File: config.mk
export PLATFORM = sky130hd
export DESIGN_NAME = systolic_host_if
export DESIGN_NICKNAME = d
export VERILOG_FILES = /design/src/rtl/systolic_host_if.sv
export SDC_FILE = /design/constraint.sdc
export NUM_CORES = 1
export LEC_CHECK = 0
export BUFFER_PORTS_ARGS = -buffer_cell sky130_fd_sc_hd__buf_2
export CAP_MARGIN = 20
export CELL_PAD_IN_SITES_DETAIL_PLACEMENT = 0
export CELL_PAD_IN_SITES_GLOBAL_PLACEMENT = 1
export CORE_AREA = 5 5 315 317
export CTS_BUF_LIST = sky130_fd_sc_hd__clkbuf_4 sky130_fd_sc_hd__clkbuf_8
export CTS_CLUSTER_SIZE = 14
export DETAILED_ROUTE_END_ITERATION = 10
export DIE_AREA = 0 0 320 322
export GPL_ROUTABILITY_DRIVEN = 0
export GPL_TIMING_DRIVEN = 1
export PLACE_DENSITY = 0.7
export SLEW_MARGIN = 15
export SYNTH_ARGS = -nofsm -noshare
export SYNTH_HDL_FRONTEND = slang
export SYNTH_SLANG_ARGS = --single-unit
File: constraint.sdc
create_clock -name clk -period 4.4 [get_ports clk]
set_input_delay 0.88 -clock clk [delete_from_list [all_inputs] [get_ports clk]]
set_output_delay 0.88 -clock clk [all_outputs]
set_load 0.02 [all_outputs]
File: src/rtl/systolic_host_if.sv
// systolic_host_if
// Host-side stream adapter for the output-stationary systolic array.
// Loads the top operand then the left operand from a valid/ready word stream,
// pulses array_start, waits for matrix_rdy under a watchdog, captures the
// result into a local buffer and streams it back out with out_last on the
// final word.
//
// Ports
//   clk, rst        : clock (rising edge), asynchronous active-low reset
//   in_valid/in_ready/in_data    : operand word stream (top words, then left)
//   top_matrix, left_matrix      : assembled operand buses to the array
//   array_start     : one-cycle start pulse to the array
//   matrix_rdy, output_matrix    : array result handshake (level) and data
//   out_valid/out_ready/out_data/out_last : result word stream
//   busy            : high while running or draining
//   timeout_err     : sticky watchdog flag, cleared by the next load
module systolic_host_if #(
    parameter int unsigned ROWS           = 4,
    parameter int unsigned COLS           = 4,
    parameter int unsigned WORD_SIZE      = 16,
    parameter int unsigned TIMEOUT_CYCLES = 1024
) (
    input  logic                            clk,
    input  logic                            rst,
    input  logic                            in_valid,
    output logic                            in_ready,
    input  logic [WORD_SIZE-1:0]            in_data,
    output logic [ROWS*COLS*WORD_SIZE-1:0]  top_matrix,
    output logic [ROWS*COLS*WORD_SIZE-1:0]  left_matrix,
    output logic                            array_start,
    input  logic                            matrix_rdy,
    input  logic [ROWS*COLS*WORD_SIZE-1:0]  output_matrix,
    output logic                            out_valid,
    input  logic                            out_ready,
    output logic [WORD_SIZE-1:0]            out_data,
    output logic                            out_last,
    output logic                            busy,
    output logic                            timeout_err
);

    localparam int unsigned N       = ROWS * COLS;
    localparam int unsigned BUS_W   = N * WORD_SIZE;
    localparam int unsigned IDX_W   = (N > 1) ? $clog2(N) : 1;
    localparam int unsigned CNT_W   = (TIMEOUT_CYCLES > 2) ? $clog2(TIMEOUT_CYCLES) : 1;
    localparam logic [IDX_W-1:0] IDX_LAST = IDX_W'(N - 1);
    localparam logic [CNT_W-1:0] CNT_LAST = CNT_W'(TIMEOUT_CYCLES - 1);

    typedef enum logic [1:0] {
        S_LOAD_TOP  = 2'd0,
        S_LOAD_LEFT = 2'd1,
        S_RUN       = 2'd2,
        S_DRAIN     = 2'd3
    } state_e;

    state_e             state_q, state_d;
    logic [IDX_W-1:0]   idx_q,   idx_d;
    logic [CNT_W-1:0]   cnt_q,   cnt_d;
    logic [BUS_W-1:0]   top_q,   top_d;
    logic [BUS_W-1:0]   left_q,  left_d;
    logic [BUS_W-1:0]   buf_q,   buf_d;
    logic               tout_q,  tout_d;

    logic               idx_at_last;

    assign idx_at_last = (idx_q == IDX_LAST);

    // State and datapath registers
    always_ff @(posedge clk or negedge rst) begin
        if (!rst) begin
            state_q <= S_LOAD_TOP;
            idx_q   <= '0;
            cnt_q   <= '0;
            top_q   <= '0;
            left_q  <= '0;
            buf_q   <= '0;
            tout_q  <= 1'b0;
        end else begin
            state_q <= state_d;
            idx_q   <= idx_d;
            cnt_q   <= cnt_d;
            top_q   <= top_d;
            left_q  <= left_d;
            buf_q   <= buf_d;
            tout_q  <= tout_d;
        end
    end

    // Next-state and datapath update
    always_comb begin
        state_d = state_q;
        idx_d   = idx_q;
        cnt_d   = cnt_q;
        top_d   = top_q;
        left_d  = left_q;
        buf_d   = buf_q;
        tout_d  = tout_q;

        unique case (state_q)
            S_LOAD_TOP: begin
                if (in_valid) begin
                    top_d[32'(idx_q) * WORD_SIZE +: WORD_SIZE] = in_data;
                    // A new transaction acknowledges any earlier watchdog trip
                    if (idx_q == '0) begin
                        tout_d = 1'b0;
                    end
                    if (idx_at_last) begin
                        idx_d   = '0;
                        state_d = S_LOAD_LEFT;
                    end else begin
                        idx_d = idx_q + IDX_W'(1);
                    end
                end
            end

            S_LOAD_LEFT: begin
                if (in_valid) begin
                    left_d[32'(idx_q) * WORD_SIZE +: WORD_SIZE] = in_data;
                    if (idx_at_last) begin
                        idx_d   = '0;
                        cnt_d   = '0;
                        state_d = S_RUN;
                    end else begin
                        idx_d = idx_q + IDX_W'(1);
                    end
                end
            end

            S_RUN: begin
                // cnt_q == 0 is the start cycle; a ready still asserted from
                // the previous job must not be mistaken for this result.
                if ((cnt_q != '0) && matrix_rdy) begin
                    buf_d   = output_matrix;
                    idx_d   = '0;
                    state_d = S_DRAIN;
                end else if (cnt_q == CNT_LAST) begin
                    tout_d  = 1'b1;
                    idx_d   = '0;
                    state_d = S_LOAD_TOP;
                end else begin
                    cnt_d = cnt_q + CNT_W'(1);
                end
            end

            S_DRAIN: begin
                if (out_ready) begin
                    if (idx_at_last) begin
                        idx_d   = '0;
                        state_d = S_LOAD_TOP;
                    end else begin
                        idx_d = idx_q + IDX_W'(1);
                    end
                end
            end

            default: begin
                state_d = S_LOAD_TOP;
                idx_d   = '0;
            end
        endcase
    end

    // Result word select; zero outside DRAIN
    always_comb begin
        out_data = '0;
        if (state_q == S_DRAIN) begin
            out_data = buf_q[32'(idx_q) * WORD_SIZE +: WORD_SIZE];
        end
    end

    // Handshake and status decodes of registered state only
    assign in_ready    = (state_q == S_LOAD_TOP) || (state_q == S_LOAD_LEFT);
    assign array_start = (state_q == S_RUN) && (cnt_q == '0);
    assign out_valid   = (state_q == S_DRAIN);
    assign out_last    = (state_q == S_DRAIN) && idx_at_last;
    assign busy        = (state_q == S_RUN) || (state_q == S_DRAIN);
    assign timeout_err = tout_q;
    assign top_matrix  = top_q;
    assign left_matrix = left_q;

endmodule

; ---- After elaboration in Yosys (flattened, before gate mapping)
; Index checks and enable logic that the tools add are counted.
[totals]
ff_bits = 785
in_bits = 277
output_inout_bits = 534
word_cells = 77
[classes]
n_addsub = 3
eq_ne = 17
shift = 3
mux = 28
n_reduce_logical = 19
[op_table]
columns = op, n
row1 = $bwmux W256, 2
row2 = $shift A16 B34 Y256 const A, 1
row3 = $shiftx A16 B34 Y256, 1
row4 = $shiftx A256 B9 Y16, 1
row5 = $mux W10, 4
row6 = $neg A8 Y34, 1
row7 = $mux W4, 5
row8 = $pmux W10 S2, 1
row9 = $mux W16, 1
row10 = $mux W2, 8
row11 = $ne A2 B2 Y1 const B, 8
row12 = $pmux W4 S3, 1
row13 = $add A10 B1 Y10 const B, 1
row14 = $eq A10 B10 Y1 const B, 1
row15 = $logic_not A10 Y1, 1
row16 = $reduce_and A5 Y1, 2
row17 = $reduce_bool A10 Y1, 1
row18 = $pmux W2 S4, 1
row19 = $reduce_and A7 Y1, 1
row20 = $ne A2 B1 Y1 const B, 3
row21 = $reduce_and A2 Y1, 3
row22 = $add A4 B1 Y4 const B, 1
row23 = $eq A2 B2 Y1 const B, 2
row24 = $eq A4 B4 Y1 const B, 1
row25 = 11 further kinds, 18

; ---- Longest topological paths before layout
[logic_depth]
depth_word = 4
mapped_depth = 11
depth_no_buf = 7

; ---- Least setup slack after synthesis
; Ideal clock, no wire load.
[synth_path]
path_kind = flip-flop to flip-flop
startpoint = register idx_q[3]
endpoint = register left_q[198], in the netlist left_matrix[198]
setup_ns = 0.127
t_arrival_ns = 3.195
t_required_ns = 4.273
slack_ns = 1.077
stages_incl_launch_ff = 12
n_path_buf = 5
synth_period_minus_slack_ns = 3.323
cell_sequence = dfrtp_1 -> buf_4 -> inv_2 -> buf_1 -> ha_1 -> buf_2 -> and4bb_2 -> and2_1 -> clkbuf_1 -> nor4b_4 -> buf_6 -> mux2_1
[synth_between]
elab_chain_cells = 3
elab_cells_between_ends = 4
classes_between = 1 x add/sub / 2 x shift / 1 x mux
[synth_rtl]
columns = element, line
row1 = from (decl), 56  ; logic [IDX_W-1:0] idx_q, idx_d;
row2 = from (signal assigned), 79  ; idx_q <= idx_d;
row3 = $neg A8 Y34 *, 117  ; left_d[32'(idx_q) * WORD_SIZE +: WORD_SIZE] = in_data;
row4 = $shiftx A16 B34 Y256 or $shift A16 B34 Y256 (tied branches), 117
row5 = $bwmux W256 *, 117
row6 = to (signal assigned), 82  ; left_q <= left_d;
row7 = to (decl), 59  ; logic [BUS_W-1:0] left_q, left_d;
; Mark *: on every way between the ends. The rest lies on a longest branch, timed or not.
; A chain may end at the register's enable or synchronous reset.

; ---- Worst setup path in the final report
[layout_path]
startpoint = register idx_q[1]
endpoint = output out_data[6]
[layout_between]
elab_chain_cells = 2
[layout_rtl]
columns = element, line
row1 = $shiftx A256 B9 Y16, 166  ; out_data = buf_q[32'(idx_q) * WORD_SIZE +: WORD_SIZE];
row2 = $mux W16, 165  ; if (state_q == S_DRAIN) begin
row3 = to (decl), 35  ; output logic [WORD_SIZE-1:0] out_data,
; Every way passes these cells.

==> results.tsv <==
stage	metric	value	unit
status	status	complete, no violations	
pwr	clock_power_share	0.271	
floorplan	fp.dieH	322	µm
timing	grt_setup_unrepaired	false	
synthesis	synthCells	2866	
critical_path	critical_path_class	register to output port	
timing	period_share	0.927	
clocking	clk_latency	830	ps
synthesis	synth-simple-area-share	0.159	
worst_hold_path	hold_class	input port to asynchronous set/reset pin	
timing	min_period	4080	ps
clocking	numCtsBuffers	139	
timing	fmax	245	MHz
timing	hold_viol_final	0	
timing	setup_tns	0	ps
floorplan	core.rowCount	114	
critical_path	cp-end-kind	output port	
clocking	cts.sinks	785	
cells_and_area	postLayoutCoreUtil	0.427	
pwr	p_sw_frac	0.383	
synthesis	muxShareOfSynthArea	0.158	
clocking	ctsLongestPathBuffers	3	
synthesis	syn-cell-area	0.0323	mm²
pwr	powerDensity	658	mW/mm²
cells_and_area	drive_above_1_share	0.382	
cells_and_area	mostFrequentLayoutCells	nand2_1, buf_2, dfrtp_1	
detailed_routing	wire_per_inst	25.4	µm
detailed_routing	wl	130000	µm
detailed_routing	drt_iter0_drc	1731	
critical_path	worstSetupStartpointType	register	
cells_and_area	nFillCells	9387	
pwr	p_switching	10.3	mW
place	dp.cells	4845	
critical_path	crit_fanout	51	
synthesis	synth_seq_cells	785	
floorplan	die_area	0.103	mm²
grt	antenna_found_initial	38	
synthesis	synth_top_family_by_area	simple AND/OR/NAND/NOR gates	
timing	tightest_slew	1000	ps
clocking	tritoncts	done	
detailed_routing	drc	0	
grt	grt_pass1_vias	25603	
floorplan	initial_core_util	0.337	
grt	gr-total-overflow	0	
synthesis	synthAdderAreaFrac	0.00310	
clocking	clkSlewWorstSetupHoldPaths	70	ps
grt	grt_first_pass_wirelength	185000	µm
cells_and_area	layout.cells.non_filler	5103	
timing	finClkSkew	42.7	ps
pwr	seq_power_share	0.389	
critical_path	r2r_slack	800	ps
detailed_routing	ant_nets	0	
synthesis	ys_seq_area_frac	0.608	
timing	drv_slew	0	
grt	grt_usage	0.247	
cells_and_area	fin_nets	3997	
pwr	power_frac_comb	0.340	
detailed_routing	vias	25329	
cells_and_area	final_common_cell	nand2_1	
synthesis	ys_types	59	
grt	grt_start_max_net_pins	112	
timing	setup_violations	0	
pwr	p_int	16.7	mW
run	maxCapViolCount	0	
detailed_routing	via_per_inst	4.96	
synthesis	synth_ff_type	dfrtp_1	
clocking	htree_levels	4	
synthesis	synthXorXnorAreaFrac	0.000813	
floorplan	io-pin-count	811	
grt	use_met1	0.294	
clocking	cts_root_buffer	clkbuf_8	
grt	grt_use_met2	0.421	
synthesis	synth_area_per_cell	11.3	µm²
cells_and_area	syn_to_final_growth	26.9	%
clocking	cts_hold_buf	0	
detailed_routing	firstDrtPassIters	5	
pwr	irDropWorstVdd	345	µV
synthesis	async_reset_ff_frac	1.00	
critical_path	crit_arrival	3200	ps
synthesis	synth_compound_area_frac	0.0461	
floorplan	die_w	320	µm
place	io_buffers	810	
synthesis	synth_edf_count	0	
place	hpwl	98300	µm
timing	relSlewSlack	0.332	
grt	met3_usage	0.0736	
synthesis	synthesis.nets	3151	
synthesis	yosysWarnings	0	
pwr	p_leak	22.1	nW
floorplan	core	0.0960	mm²
grt	busiest_layer	met2	
critical_path	required	3520	ps
[power groups by stage]
stage,sequential (mW),combinational (mW),clock (mW)
final,10.5,9.19,7.31
after global routing,10.7,10.0,7.80
after CTS,10.5,9.30,7.46
after detailed placement,10.7,9.22,0
after global placement,10.6,9.10,0
after floorplan,11.0,4.95,0
[per-layer routing]
metal | up-vias | share of wire
met3 | 244 | 0.083
met1 | 12792 | 0.38
li1 | 11275 | -
met4 | 38 | 0.040
met5 | - | 0.0017
met2 | 980 | 0.50
[worst paths after layout]
| kind | startpoint | to | cells past startpoint |
|---|---|---|---|
| worst max register to register | idx_q[0]$_DFFE_PN0P_ | left_matrix[179]$_DFFE_PN0P_ | 8 |
| worst min register to register | buf_q[36]$_DFFE_PN0P_ | buf_q[36]$_DFFE_PN0P_ | 2 |
| max in group asynchronous | rst | top_matrix[130]$_DFFE_PN0P_ | 2 |
| min in group clk | output_matrix[119] | buf_q[119]$_DFFE_PN0P_ | 3 |
| worst min-delay path | rst | left_matrix[216]$_DFFE_PN0P_ | 1 |
| worst max-delay path | idx_q[1]$_DFFE_PN0P_ | out_data[6] | 5 |
[synthesized netlist by cell type, types with 4 or more instances]
master       n  share of area
a211oi_1     4        0.00093
and2_1      69          0.013
and3_1       4        0.00077
buf_1        5        0.00058
buf_2       62         0.0096
buf_6        6         0.0021
clkbuf_1    95          0.011
dfrtp_1    785           0.61
ha_1         8         0.0031
inv_1        8        0.00093
mux2_1      60          0.021
mux2_2     228          0.079
mux2i_1      7         0.0022
mux4_2      80          0.056
nand2_1   1076           0.12
nand2b_1     8         0.0015
nand3_1      8         0.0012
nand4_1      6         0.0012
nor2_1      41         0.0048
nor4b_4      5         0.0037
o211ai_1    12         0.0028
o21ai_0    232          0.036
[per-stage QoR]
step                hold slack [ps]  area [µm²]  total power, mW  worst slack [ps]
floorplan                       440       32300             15.9              1080
global placement                454       37900             19.7               787
detailed placement              457       37900             19.9               748
CTS                            61.6       41000             27.3              55.1
global route                    103       41000             28.5               227
finish                          111       41000             27.0               320
[sequential cells by signal (all words and copies together), names as in the netlist]
register,cells
left_matrix,256
state_q,2
cnt_q,10
top_matrix,256
idx_q,4
timeout_err,1
buf_q,256
[worst max-delay path, stage by stage (launching register included)]
cell and delay [ps]:
dfrtp_4 650, buf_12 310, mux4_2 430, mux4_2 470
and2_1 210, buf_2 170
[cell type report]
| type | count | area [µm²] | area share |
|---|---|---|---|
| diodes | 14 | 35.0 | 0.000854 |
| clock buffers | 209 | 2650 | 0.0645 |
| clock inverters | 33 | 365 | 0.00891 |
| inverters | 9 | 33.8 | 0.000824 |
| multi-input cells | 1902 | 11900 | 0.291 |
| flip-flops and latches | 785 | 19700 | 0.479 |
| well taps | 1276 | 1600 | 0.0389 |
| repair buffers | 875 | 4760 | 0.116 |
[cell families (layout without fill, tap and decap cells)]
group	Yosys count	in the layout
muxes	375	375
and+or+nand+nor	1245	1245
xor gates and xnor gates	3	3
buffers and inverters	179	1126
AOI/OAI and AO/OA	271	271
adders and majority gates	8	8
DFF	785	785
other	0	14
[repair_timing]
item,in CTS,in global routing
cloned,0,0
resized for setup,0,0
setup buffers,1,1
setup endpoints to repair,16,6
Note: power is estimated with default switching activity, not from simulation.
